$ cat config.mk
export PLATFORM = sky130hd
export DESIGN_NAME = stream_distributor_flat
export DESIGN_NICKNAME = d
export VERILOG_FILES = /design/src/rtl/stream_distributor_if.sv /design/src/rtl/stream_distributor.sv /design/src/flat_wrapper.sv
export SDC_FILE = /design/constraint.sdc
export NUM_CORES = 1
export LEC_CHECK = 0
export BUFFER_PORTS_ARGS = -buffer_cell sky130_fd_sc_hd__buf_2
export CAP_MARGIN = 20
export CORE_ASPECT_RATIO = 0.7
export CORE_MARGIN = 2
export CORE_UTILIZATION = 56
export CTS_CLUSTER_SIZE = 16
export DETAILED_ROUTE_END_ITERATION = 10
export GPL_TIMING_DRIVEN = 0
export PLACE_DENSITY = 0.93
export SLEW_MARGIN = 10
export SYNTH_ARGS = -nofsm -noshare
export SYNTH_HDL_FRONTEND = slang
export SYNTH_SLANG_ARGS = --single-unit
$ cat constraint.sdc
create_clock -name clk -period 3.6 [get_ports clk]
set_input_delay 0.18 -clock clk [delete_from_list [all_inputs] [get_ports clk]]
set_output_delay 0.18 -clock clk [all_outputs]
set_load 0.01 [all_outputs]
$ cat src/rtl/stream_distributor_if.sv
// Stream bundle for stream_distributor: one input stb/ack stream, two output streams and
// per-output dispatch counts. 'master' is the distributor's view, 'slave' the environment's.
interface stream_distributor_if #(
  parameter int unsigned WIDTH       = 16,
  parameter int unsigned COUNT_WIDTH = 16
);
  logic [WIDTH-1:0]       input_a;
  logic                   input_a_stb;
  logic                   input_a_ack;
  logic [WIDTH-1:0]       output_z;
  logic                   output_z_stb;
  logic                   output_z_ack;
  logic [WIDTH-1:0]       output_y;
  logic                   output_y_stb;
  logic                   output_y_ack;
  logic [COUNT_WIDTH-1:0] count_z;
  logic [COUNT_WIDTH-1:0] count_y;

  modport master (
    input  input_a, input_a_stb, output_z_ack, output_y_ack,
    output input_a_ack, output_z, output_z_stb, output_y, output_y_stb, count_z, count_y
  );

  modport slave (
    output input_a, input_a_stb, output_z_ack, output_y_ack,
    input  input_a_ack, output_z, output_z_stb, output_y, output_y_stb, count_z, count_y
  );
endinterface

$ cat src/rtl/stream_distributor.sv
// Round-robin, work-conserving distributor of one stb/ack stream onto two output streams.
// One holding register feeds a one-word buffer per output; all outputs come from registers.
module stream_distributor #(
  parameter int unsigned WIDTH       = 16,
  parameter int unsigned COUNT_WIDTH = 16
) (
  input logic                  clk,
  input logic                  rst,
  stream_distributor_if.master bus
);
  typedef enum logic {PtrZ = 1'b0, PtrY = 1'b1} ptr_e;

  logic                   r_in_ack, w_in_ack_d;
  logic                   r_hold_full, w_hold_full_d;
  logic [WIDTH-1:0]       r_hold_data, w_hold_data_d;
  logic                   r_z_full, w_z_full_d;
  logic [WIDTH-1:0]       r_z_data, w_z_data_d;
  logic                   r_y_full, w_y_full_d;
  logic [WIDTH-1:0]       r_y_data, w_y_data_d;
  ptr_e                   r_ptr, w_ptr_d;
  logic [COUNT_WIDTH-1:0] r_count_z, w_count_z_d;
  logic [COUNT_WIDTH-1:0] r_count_y, w_count_y_d;

  logic w_in_xfer, w_z_xfer, w_y_xfer, w_to_z, w_to_y;

  assign w_in_xfer = r_in_ack & bus.input_a_stb;
  assign w_z_xfer  = r_z_full & bus.output_z_ack;
  assign w_y_xfer  = r_y_full & bus.output_y_ack;

  always_comb begin
    w_to_z        = 1'b0;
    w_to_y        = 1'b0;
    w_hold_full_d = r_hold_full;
    w_hold_data_d = r_hold_data;
    w_z_full_d    = r_z_full;
    w_z_data_d    = r_z_data;
    w_y_full_d    = r_y_full;
    w_y_data_d    = r_y_data;
    w_ptr_d       = r_ptr;
    w_count_z_d   = r_count_z;
    w_count_y_d   = r_count_y;

    // Dispatch looks at buffer occupancy before this edge, so a buffer draining now
    // is only refilled on the following edge.
    if (r_hold_full) begin
      if (r_ptr == PtrZ) begin
        if (!r_z_full)      w_to_z = 1'b1;
        else if (!r_y_full) w_to_y = 1'b1;
      end else begin
        if (!r_y_full)      w_to_y = 1'b1;
        else if (!r_z_full) w_to_z = 1'b1;
      end
    end

    if (w_z_xfer) begin
      w_z_full_d  = 1'b0;
      w_count_z_d = r_count_z + COUNT_WIDTH'(1);
    end
    if (w_y_xfer) begin
      w_y_full_d  = 1'b0;
      w_count_y_d = r_count_y + COUNT_WIDTH'(1);
    end

    if (w_to_z) begin
      w_z_full_d = 1'b1;
      w_z_data_d = r_hold_data;
      w_ptr_d    = PtrY;
    end
    if (w_to_y) begin
      w_y_full_d = 1'b1;
      w_y_data_d = r_hold_data;
      w_ptr_d    = PtrZ;
    end

    if (w_to_z || w_to_y) w_hold_full_d = 1'b0;
    if (w_in_xfer) begin
      w_hold_full_d = 1'b1;
      w_hold_data_d = bus.input_a;
    end

    w_in_ack_d = ~w_hold_full_d;
  end

  always_ff @(posedge clk or negedge rst) begin
    if (!rst) begin
      r_in_ack    <= 1'b0;
      r_hold_full <= 1'b0;
      r_hold_data <= '0;
      r_z_full    <= 1'b0;
      r_z_data    <= '0;
      r_y_full    <= 1'b0;
      r_y_data    <= '0;
      r_ptr       <= PtrZ;
      r_count_z   <= '0;
      r_count_y   <= '0;
    end else begin
      r_in_ack    <= w_in_ack_d;
      r_hold_full <= w_hold_full_d;
      r_hold_data <= w_hold_data_d;
      r_z_full    <= w_z_full_d;
      r_z_data    <= w_z_data_d;
      r_y_full    <= w_y_full_d;
      r_y_data    <= w_y_data_d;
      r_ptr       <= w_ptr_d;
      r_count_z   <= w_count_z_d;
      r_count_y   <= w_count_y_d;
    end
  end

  assign bus.input_a_ack  = r_in_ack;
  assign bus.output_z     = r_z_data;
  assign bus.output_z_stb = r_z_full;
  assign bus.output_y     = r_y_data;
  assign bus.output_y_stb = r_y_full;
  assign bus.count_z      = r_count_z;
  assign bus.count_y      = r_count_y;
endmodule
$ cat src/flat_wrapper.sv
// flat-port wrapper written by rule: the top's interface ports become plain ports
module stream_distributor_flat 
#(
  parameter int unsigned WIDTH       = 16,
  parameter int unsigned COUNT_WIDTH = 16
)
  (clk, rst, bus_input_a, bus_input_a_stb, bus_output_z_ack, bus_output_y_ack, bus_input_a_ack, bus_output_z, bus_output_z_stb, bus_output_y, bus_output_y_stb, bus_count_z, bus_count_y);
  stream_distributor_if #(.WIDTH(WIDTH), .COUNT_WIDTH(COUNT_WIDTH)) bus_i ();
  input logic clk;
  input logic rst;
  input wire logic [$bits(bus_i.input_a)-1:0] bus_input_a;
  input wire logic [$bits(bus_i.input_a_stb)-1:0] bus_input_a_stb;
  input wire logic [$bits(bus_i.output_z_ack)-1:0] bus_output_z_ack;
  input wire logic [$bits(bus_i.output_y_ack)-1:0] bus_output_y_ack;
  output wire logic [$bits(bus_i.input_a_ack)-1:0] bus_input_a_ack;
  output wire logic [$bits(bus_i.output_z)-1:0] bus_output_z;
  output wire logic [$bits(bus_i.output_z_stb)-1:0] bus_output_z_stb;
  output wire logic [$bits(bus_i.output_y)-1:0] bus_output_y;
  output wire logic [$bits(bus_i.output_y_stb)-1:0] bus_output_y_stb;
  output wire logic [$bits(bus_i.count_z)-1:0] bus_count_z;
  output wire logic [$bits(bus_i.count_y)-1:0] bus_count_y;
  assign bus_i.input_a = bus_input_a;
  assign bus_i.input_a_stb = bus_input_a_stb;
  assign bus_i.output_z_ack = bus_output_z_ack;
  assign bus_i.output_y_ack = bus_output_y_ack;
  assign bus_input_a_ack = bus_i.input_a_ack;
  assign bus_output_z = bus_i.output_z;
  assign bus_output_z_stb = bus_i.output_z_stb;
  assign bus_output_y = bus_i.output_y;
  assign bus_output_y_stb = bus_i.output_y_stb;
  assign bus_count_z = bus_i.count_z;
  assign bus_count_y = bus_i.count_y;
  stream_distributor #(.WIDTH(WIDTH), .COUNT_WIDTH(COUNT_WIDTH)) u_core (.clk(clk), .rst(rst), .bus(bus_i));
endmodule
; ---- After elaboration in Yosys (flattened, before gate mapping)
; Index checks and enable logic that the tools add are counted.
[word_totals]
register_bits = 85
elab_cells = 36
inputBits = 21
[classes]
n_mux = 16
reduce_logical = 4
bitwise = 4
addsub = 2
[op_table]
columns = operator, count
row1 = $add A16 B1 Y16 const B, 2
row2 = $mux W1, 16
row3 = $reduce_bool A2 Y1, 3
row4 = $and A1 B1 Y1, 3
row5 = $logic_or A1 B1 Y1, 1
row6 = $not A1 Y1, 1

; ---- Depth between registers and ports, before layout
; Gate-level depths: netlist of the first run.
[logic_depth]
depth_word = 8
mapped_depth = 6
mapped_depth_nobuf = 5

; ---- Least setup slack after synthesis of the first run
; Ideal clock, no wire load.
[synth_path]
path_type = flip-flop to flip-flop
from = register u_core.r_y_full, in the netlist u_core.bus.output_y_stb
to = register u_core.r_y_data[10], in the netlist u_core.bus.output_y[10]
slack_ns = 2.097
arrival_ns = 1.378
path_stages_with_launch = 6
setup_ns = 0.125
t_required_ns = 3.475
n_path_buf = 1
path_cell_list = dfrtp_1 inv_1 nand2_1 nor2_4 buf_4 mux2_2
[synth_between]
elab_chain_cells = 4
[synth_lines]
columns = element, line
row1 = "start, declared", stream_distributor.sv:18  ; logic r_y_full, w_y_full_d;
row2 = "start signal, assigned", stream_distributor.sv:102  ; r_y_full <= w_y_full_d;
row3 = $mux W1 *, "stream_distributor.sv:48, stream_distributor.sv:50"
row4 = $mux W1, stream_distributor.sv:47  ; if (!r_z_full) w_to_z = 1'b1;
row5 = $mux W1 *, stream_distributor.sv:46  ; if (r_ptr == PtrZ) begin
row6 = $mux W1 *, stream_distributor.sv:45  ; if (r_hold_full) begin
row7 = "end signal, assigned", stream_distributor.sv:103  ; r_y_data <= w_y_data_d;
row8 = "end, declared", stream_distributor.sv:19  ; logic [WIDTH-1:0] r_y_data, w_y_data_d;
; Every way passes the cells marked *; elsewhere a longest branch is shown, timed or not.
; A chain may end at the register's enable or synchronous reset.

; ---- Final worst setup path of the first run
[layout_path]
from = register u_core.r_y_full, in the netlist u_core.bus.output_y_stb
to = register u_core.r_y_data[13], in the netlist u_core.bus.output_y[13]
; The elaborated chain is that of the path after synthesis.

==> flow_summary_export.csv, run 1 <==
group,metric,value,unit
run_status,outcome,"finished clean",
cells_and_area,area_growth_syn_to_layout,21.7,%
floorplan,die_height,69.7,um
synth,warnings_from_yosys,0,
global_route,grt_antenna_before_repair,0,
cells_and_area,nFillCells,401,
detailed_routing,drt_pre_antenna_iters,4,
power,comb_power_share,32.4,%
synth,syn-instance-count,238,
flow_run,max_cap_viol_count,0,
power,p_switching,1.04,mW
clock_tree,clock_edge_transition_at_the_registers_on_the_reported_setup_and_hold_paths,0.08,ns
sta,post-route-period-util,46.5,%
sta,hold_viol_final,0,
synth,post_synth_instance_area,3450,um2
clock_tree,cts_max_path_buffers,2,
cells_and_area,layout_common_cells,"87 x buf_2, 85 x dfrtp_1, 40 x mux2_2, 19 x xnor2_1, 13 x nand3_1",
power,worst_ir_drop_vdd,0.440,mV
global_route,grt_max_degree,52,
detailed_routing,route.final.wire_length,6.49,mm
placed_design,hpwlAfterDp,4.72,mm
sta,maxSlewViolCount,0,
hold_path,worstHoldPathType,"in2reg",
sta,timing.fmax,597,MHz
cells_and_area,layout.cells.most_common,"buf_2",
global_route,global_route.usage.total,20.2,%
synth,yosys_register_bits,85,
synth,post_synth_main_area_contributors,"dfrtp_1 62%, mux2_2 13%, xnor2_1 4.8%",
power,clockPowerShare,19.1,%
sta,setup_viol,0,
worst_setup_path,crit_fanout,10,
clock_tree,clock_latency,0.34,ns
synth,synth_area_leader_cell,"dfrtp_1",
floorplan,area_of_the_placeable_core,5840,um2
synth,postSynthNetCount,261,
floorplan,die_w,97.8,um
sta,setup-tns-final,0,ns
placed_design,placer_congestion,0.763,
detailed_routing,detail_route.iter0.violations,68,
floorplan,rows,23,
power,internal_power,2.11,mW
worst_setup_path,critical_path.slowest_cell,"dfrtp_1",
worst_setup_path,cp_data_arrival_time,1.90,ns
worst_setup_path,critPathTopFamily,"flip-flops",
clock_tree,cts_inserted_buffers,9,
hold_path,hold_path_depth,2,
detailed_routing,routedWlPerCell,15.5,um
sta,slew_headroom,69.6,%
worst_setup_path,timing.critical_path.slowest_cell_delay,0.46,ns
sta,fin_crit,1.68,ns
worst_setup_path,timing.critical_path.to_type,"flop",
power,p_leak,2.09,nW
clock_tree,cts_root_buf,"clkbuf_8",
cells_and_area,layout-drive-gt1-share,48.1,%
global_route,via_count_of_the_first_global_routing_pass,2240,
cells_and_area,nNetsFinal,361,
power,p_seq_share,48.5,%
detailed_routing,antenna_left,0,
power,power_per_cell_area,750,nW/um2
cells_and_area,final_core_utilization,71.8,%
synth,synth.distinct_cells,31,
clock_tree,tritoncts_clock_tree,"yes",
sta,rsz0062_at_grt,"no",
sta,hold_slack,0.0673,ns
synth,synth-seq-area-share,61.7,%
global_route,grt_overflow,0,
clock_tree,cts.hold.buffers_added,1,
cells_and_area,antenna_cells,0,
worst_setup_path,crit_buf_inv,2,
synth,netlist.area_leader.share,61.7,%
sta,finalClockSkew,0.00806,ns
power,p_sw_share,33.0,%
worst_setup_path,crit_cells,5,
placed_design,numPortBuffers,87,
synth,syn_avg_cell_area,14.5,um2
worst_setup_path,start_kind,"flop",
clock_tree,total_of_cells_resized_after_clock_tree_synthesis,0,
worst_setup_path,wp_data_required,3.82,ns
worst_setup_path,critical_path.cell_chain,"inv_1 -> nand2_1 -> nor2_4 -> buf_4 -> mux2_2",
worst_setup_path,path_class,"reg2reg",
floorplan,starting_density_of_the_core,59.0,%
sta,worst_slew_pin_slew,0.457,ns
detailed_routing,drc,0,
clock_tree,cts.repair_timing.setup_buffer_count,0,
global_route,wire_length_of_the_first_global_routing_pass,10.9,mm
clock_tree,cts_max_level,3,
floorplan,floorplan.io_pins,88,
detailed_routing,post_drt_via_cell_ratio,5.19,
clock_tree,cts.sinks,85,
worst_setup_path,reg2regPathDepth,5,
floorplan,fp.dieArea,6810,um2
detailed_routing,route.vias.total,2171,
cells by family (layout without fill, tap and decap cells):
family / count (synthesis) / count (layout) / synth area share [%]
buf+inv: 11 / 116 / 1.67
mux: 50 / 50 / 17.3
simple gates: 56 / 56 / 10.3
flops: 85 / 85 / 61.7
xor+xnor: 30 / 30 / 7.62
compound gates: 4 / 4 / 0.690
fa+ha+maj: 2 / 2 / 0.726
registers in the layout (all words and copies together), names as in the netlist, 16 cells and up:
signal,cells
u_core.r_hold_data,16
u_core.bus.count_y,16
u_core.bus.output_z,16
u_core.bus.count_z,16
u_core.bus.output_y,16
synth_stat cells, drive strengths merged:
| cell type | n |
|---|---|
| nand3 | 14 |
| nor3 | 3 |
| dfrtp | 85 |
| buf | 4 |
| and3 | 3 |
| nor2 | 11 |
| and4 | 1 |
| ha | 2 |
| mux2 | 50 |
| inv | 7 |
| o22ai | 1 |
| xor2 | 11 |
| xnor2 | 19 |
| a21o | 1 |
| o21ai | 2 |
| nor4 | 3 |
| nand2 | 12 |
| and2 | 1 |
| nand4 | 7 |
| or3 | 1 |
routing by layer:
layer	vias up	global-route usage [%]	routed length (um)
met2	63	32.8	3180
li1	1025	-	-
met3	3	8.27	480
met5	-	0	0
met1	1080	25.7	2810
met4	0	4.32	21
power groups by stage:
stage               combinational [mW]  sequential [mW]  clock, mW
finish                            1.02             1.53      0.600
floorplan                        0.517             1.62          0
global placement                 0.989             1.51          0
CTS                               1.04             1.53      0.619
detailed placement                1.04             1.54          0
global route                      1.12             1.57      0.662
stage by stage:
stage | area, um2 | total power, mW | setup slack (ns) | cells
floorplan | 3450 | 2.14 | 2.10 | 238
global placement | 3980 | 2.50 | 1.72 | 400
detailed placement | 4010 | 2.58 | 1.91 | 401
CTS | 4200 | 3.19 | 1.90 | 418
global route | 4200 | 3.35 | 1.83 | 418
finish | 4200 | 3.15 | 1.92 | 418
final cells by class:
cell class	instances	area, um2	share of cell area (%)
buffer	4	31.3	0.745
clock buffer	13	159	3.79
clock inverter	3	20.0	0.477
inverter	7	26.3	0.626
multi-input combinational	142	1260	30.1
sequential	85	2130	50.7
tap	75	93.8	2.24
timing repair buffer	89	475	11.3
path summary, 6_finish.rpt:
path                                               from                 endpoint  slack, ns
worst min register to register   u_core.bus.count_z[15]   u_core.bus.count_z[15]       0.47
worst max-delay path            u_core.bus.output_y_stb  u_core.bus.output_y[13]       1.92
worst max register to register  u_core.bus.output_y_stb  u_core.bus.output_y[13]       1.92
min in group asynchronous                           rst   u_core.bus.count_y[14]       0.34
max in group asynchronous                           rst   u_core.r_hold_data[11]       2.66
worst min-delay path                     bus_input_a[8]    u_core.r_hold_data[8]       0.07
Power figures use the tool's default switching activity.
==> run 2, diff against run 1 <==
--- a/config.mk
+++ b/config.mk
@@ -9,11 +9,11 @@
 export CAP_MARGIN = 20
 export CORE_ASPECT_RATIO = 0.7
 export CORE_MARGIN = 2
-export CORE_UTILIZATION = 56
+export CORE_UTILIZATION = 47
 export CTS_CLUSTER_SIZE = 16
 export DETAILED_ROUTE_END_ITERATION = 10
 export GPL_TIMING_DRIVEN = 0
-export PLACE_DENSITY = 0.93
+export PLACE_DENSITY = 0.84
 export SLEW_MARGIN = 10
 export SYNTH_ARGS = -nofsm -noshare
 export SYNTH_HDL_FRONTEND = slang
==> constraint.sdc (replaced) <==
create_clock -name clk -period 1.45 [get_ports clk]
set_input_delay 0.0725 -clock clk [delete_from_list [all_inputs] [get_ports clk]]
set_output_delay 0.0725 -clock clk [all_outputs]
set_load 0.01 [all_outputs]
==> flow_summary_export.csv, run 2 (synthesized netlist as in run 1, its figures left out) <==
group,metric,value,unit
sta,timing.fmax,704,MHz
worst_setup_path,start_kind,"flop",
detailed_routing,wl_met3,417,um
worst_setup_path,r2r-end,"u_core.bus.count_y[12]",
global_route,grt_overflow,0,
detailed_routing,route.vias.total,2307,
cells_and_area,layout-drive-gt1-share,52.4,%
global_route,wire_length_of_the_first_global_routing_pass,11.0,mm
detailed_routing,detail_route.iter0.violations,74,
floorplan,starting_density_of_the_core,48.0,%
power,p_switching,2.78,mW
worst_setup_path,crit_buf_inv,0,
cells_and_area,layout.cells.most_common,"buf_2",
clock_tree,cts_inserted_buffers,9,
detailed_routing,met2_wirelength,3.37,mm
cells_and_area,antenna_cells,0,
run_status,outcome,"finished clean",
cells_and_area,area_growth_syn_to_layout,35.2,%
clock_tree,clock_edge_transition_at_the_registers_on_the_reported_setup_and_hold_paths,0.09,ns
flow_run,max_cap_viol_count,0,
worst_setup_path,timing.critical_path.to_type,"flop",
cells_and_area,nNetsFinal,398,
cells_and_area,multi_input_area,1310,um2
detailed_routing,highest-signal-layer,"met4",
worst_setup_path,r2r-start,"u_core.bus.count_y[1]",
sta,setup_slack,0.0298,ns
power,power_per_cell_area,1820,nW/um2
worst_setup_path,critical_path.slowest_cell,"dfrtp_1",
clock_tree,cts_root_buf,"clkbuf_8",
power,internal_power,5.71,mW
worst_setup_path,crit_fanout,5,
worst_setup_path,path_class,"reg2reg",
sta,finalClockSkew,0.00962,ns
floorplan,die_height,75.7,um
cells_and_area,layout_common_cells,"86 x buf_2, 79 x dfrtp_1, 40 x mux2_2, 20 x buf_4",
detailed_routing,antenna_left,0,
cells_and_area,finalNonFillerCells,478,
sta,setup_viol,0,
global_route,global_route.usage.total,17.9,%
worst_setup_path,cp_data_arrival_time,1.66,ns
placed_design,place.detailed.instances,424,
clock_tree,cts.sinks,85,
worst_setup_path,reg2regPathDepth,5,
global_route,via_count_of_the_first_global_routing_pass,2251,
floorplan,die_w,106,um
placed_design,numPortBuffers,87,
worst_setup_path,critPathTopFamily,"simple AND/OR/NAND/NOR gates",
placed_design,placement.setup.worst_slack,-0.220,ns
sta,slew_headroom,71.3,%
power,p_leak,2.31,nW
worst_setup_path,wp_data_required,1.69,ns
sta,worst_slew_pin_slew,0.431,ns
detailed_routing,post_drt_via_cell_ratio,4.83,
power,p_seq_share,44.1,%
clock_tree,cts_max_path_buffers,2,
cells_and_area,nFillCells,556,
clock_tree,tritoncts_clock_tree,"yes",
power,comb_power_share,35.4,%
floorplan,area_of_the_placeable_core,7190,um2
detailed_routing,drt_pre_antenna_iters,4,
placed_design,placer_congestion,0.806,
worst_setup_path,timing.critical_path.slowest_cell_delay,0.41,ns
worst_setup_path,critical_path.cell_chain,"ha_2 -> nand4_1 -> nor4_4 -> nand3_1 -> xnor2_1",
sta,post-route-period-util,97.9,%
detailed_routing,met1_wire_length,3.14,mm
power,clockPowerShare,20.5,%
power,worst_ir_drop_vdd,1.33,mV
clock_tree,clock_latency,0.36,ns
clock_tree,cts_max_level,3,
sta,fin_crit,1.42,ns
cells_and_area,ff_latch_area,2130,um2
global_route,grt_max_degree,55,
sta,setup-tns-final,0,ns
placed_design,hpwlAfterDp,4.58,mm
sta,maxSlewViolCount,0,
floorplan,fp.dieArea,8050,um2
global_route,grt_antenna_before_repair,0,
floorplan,rows,26,
detailed_routing,drc,0,
hold_path,worstHoldPathType,"in2async",
floorplan,floorplan.io_pins,88,
sta,rsz0062_at_grt,"yes",
detailed_routing,route.final.wire_length,6.98,mm
power,p_sw_share,32.8,%
detailed_routing,routedWlPerCell,14.6,um
sta,hold_viol_final,0,
worst_setup_path,ff2ff_setup_slack,0.03,ns
## run 2: changes by cell type in the layout (fill, tap and decap cells not counted), moves of 2 or more
| cell | previous run | this run |
|---|---|---|
| inv_6 | 0 | 2 |
| nor4_4 | 1 | 3 |
| clkbuf_1 | 2 | 0 |
| nand3_1 | 13 | 11 |
| nand2_2 | 0 | 2 |
| nor4_2 | 2 | 0 |
| nand2_1 | 12 | 10 |
| dfrtp_2 | 0 | 6 |
| buf_12 | 0 | 2 |
| buf_4 | 3 | 20 |
| dfrtp_1 | 85 | 79 |
| dlygate4sd3_1 | 1 | 19 |
| nand3_2 | 0 | 2 |
## run 2: metal layers
| metal | vias to the layer above | track usage [%] |
|---|---|---|
| li1 | 1100 | - |
| met1 | 1142 | 23.4 |
| met2 | 57 | 28.0 |
| met3 | 8 | 7.61 |
| met4 | 0 | 4.68 |
| met5 | - | 0 |
## run 2: stage by stage
stage | total power [mW] | hold slack (ns) | instance area (um2) | util [%]
after floorplan | 5.31 | -0.223 | 3450 | -
after global placement | 6.23 | 0.305 | 4010 | 55.8
after detailed placement | 6.38 | 0.0400 | 4040 | 56.2
after CTS | 8.38 | 0.179 | 4550 | 63.2
after global routing | 9.03 | 0.205 | 4660 | 64.9
final | 8.49 | 0.177 | 4660 | 64.9
## run 2: worst max path at each step
| stage | startpoint | end | slack [ns] | depth (start not counted) |
|---|---|---|---|---|
| after floorplan | u_core.bus.output_y_stb | u_core.bus.output_y[10] | 0.002 | 5 |
| after global placement | rst | u_core.bus.output_z_stb | -0.49 | 1 |
| after detailed placement | u_core.bus.output_y_stb | u_core.bus.output_y[9] | -0.22 | 5 |
| after CTS | u_core.bus.input_a_ack | u_core.r_hold_data[12] | 0.003 | 3 |
| after global routing | u_core.bus.count_y[1] | u_core.bus.count_y[14] | -0.09 | 5 |
| final | u_core.bus.count_y[1] | u_core.bus.count_y[12] | 0.03 | 5 |
## run 2: layout make-up
cell class | count | share of cell area [%]
sequential | 85 | 45.8
multi-input combinational | 142 | 28.0
timing repair buffer | 126 | 17.4
clock buffer | 10 | 2.95
tap | 98 | 2.63
clock inverter | 6 | 1.50
buffer | 4 | 1.15
inverter | 7 | 0.563
## run 2: repair_timing
action                                  4_1_cts  5_1_grt
hold buffers                                 19        0
endpoints found under the setup margin       40       45
setup buffers                                 9       10
hold endpoints to repair                     49        0
gates resized for setup                      10       10
pin swaps                                     3        7
## run 2: power by group through the flow
stage               sequential (mW)  clock [mW]  combinational (mW)
floorplan                      4.02           0                1.29
global placement               3.76           0                2.47
detailed placement             3.81           0                2.57
CTS                            3.73        1.80                2.86
global route                   3.86        1.90                3.27
finish                         3.74        1.74                3.00
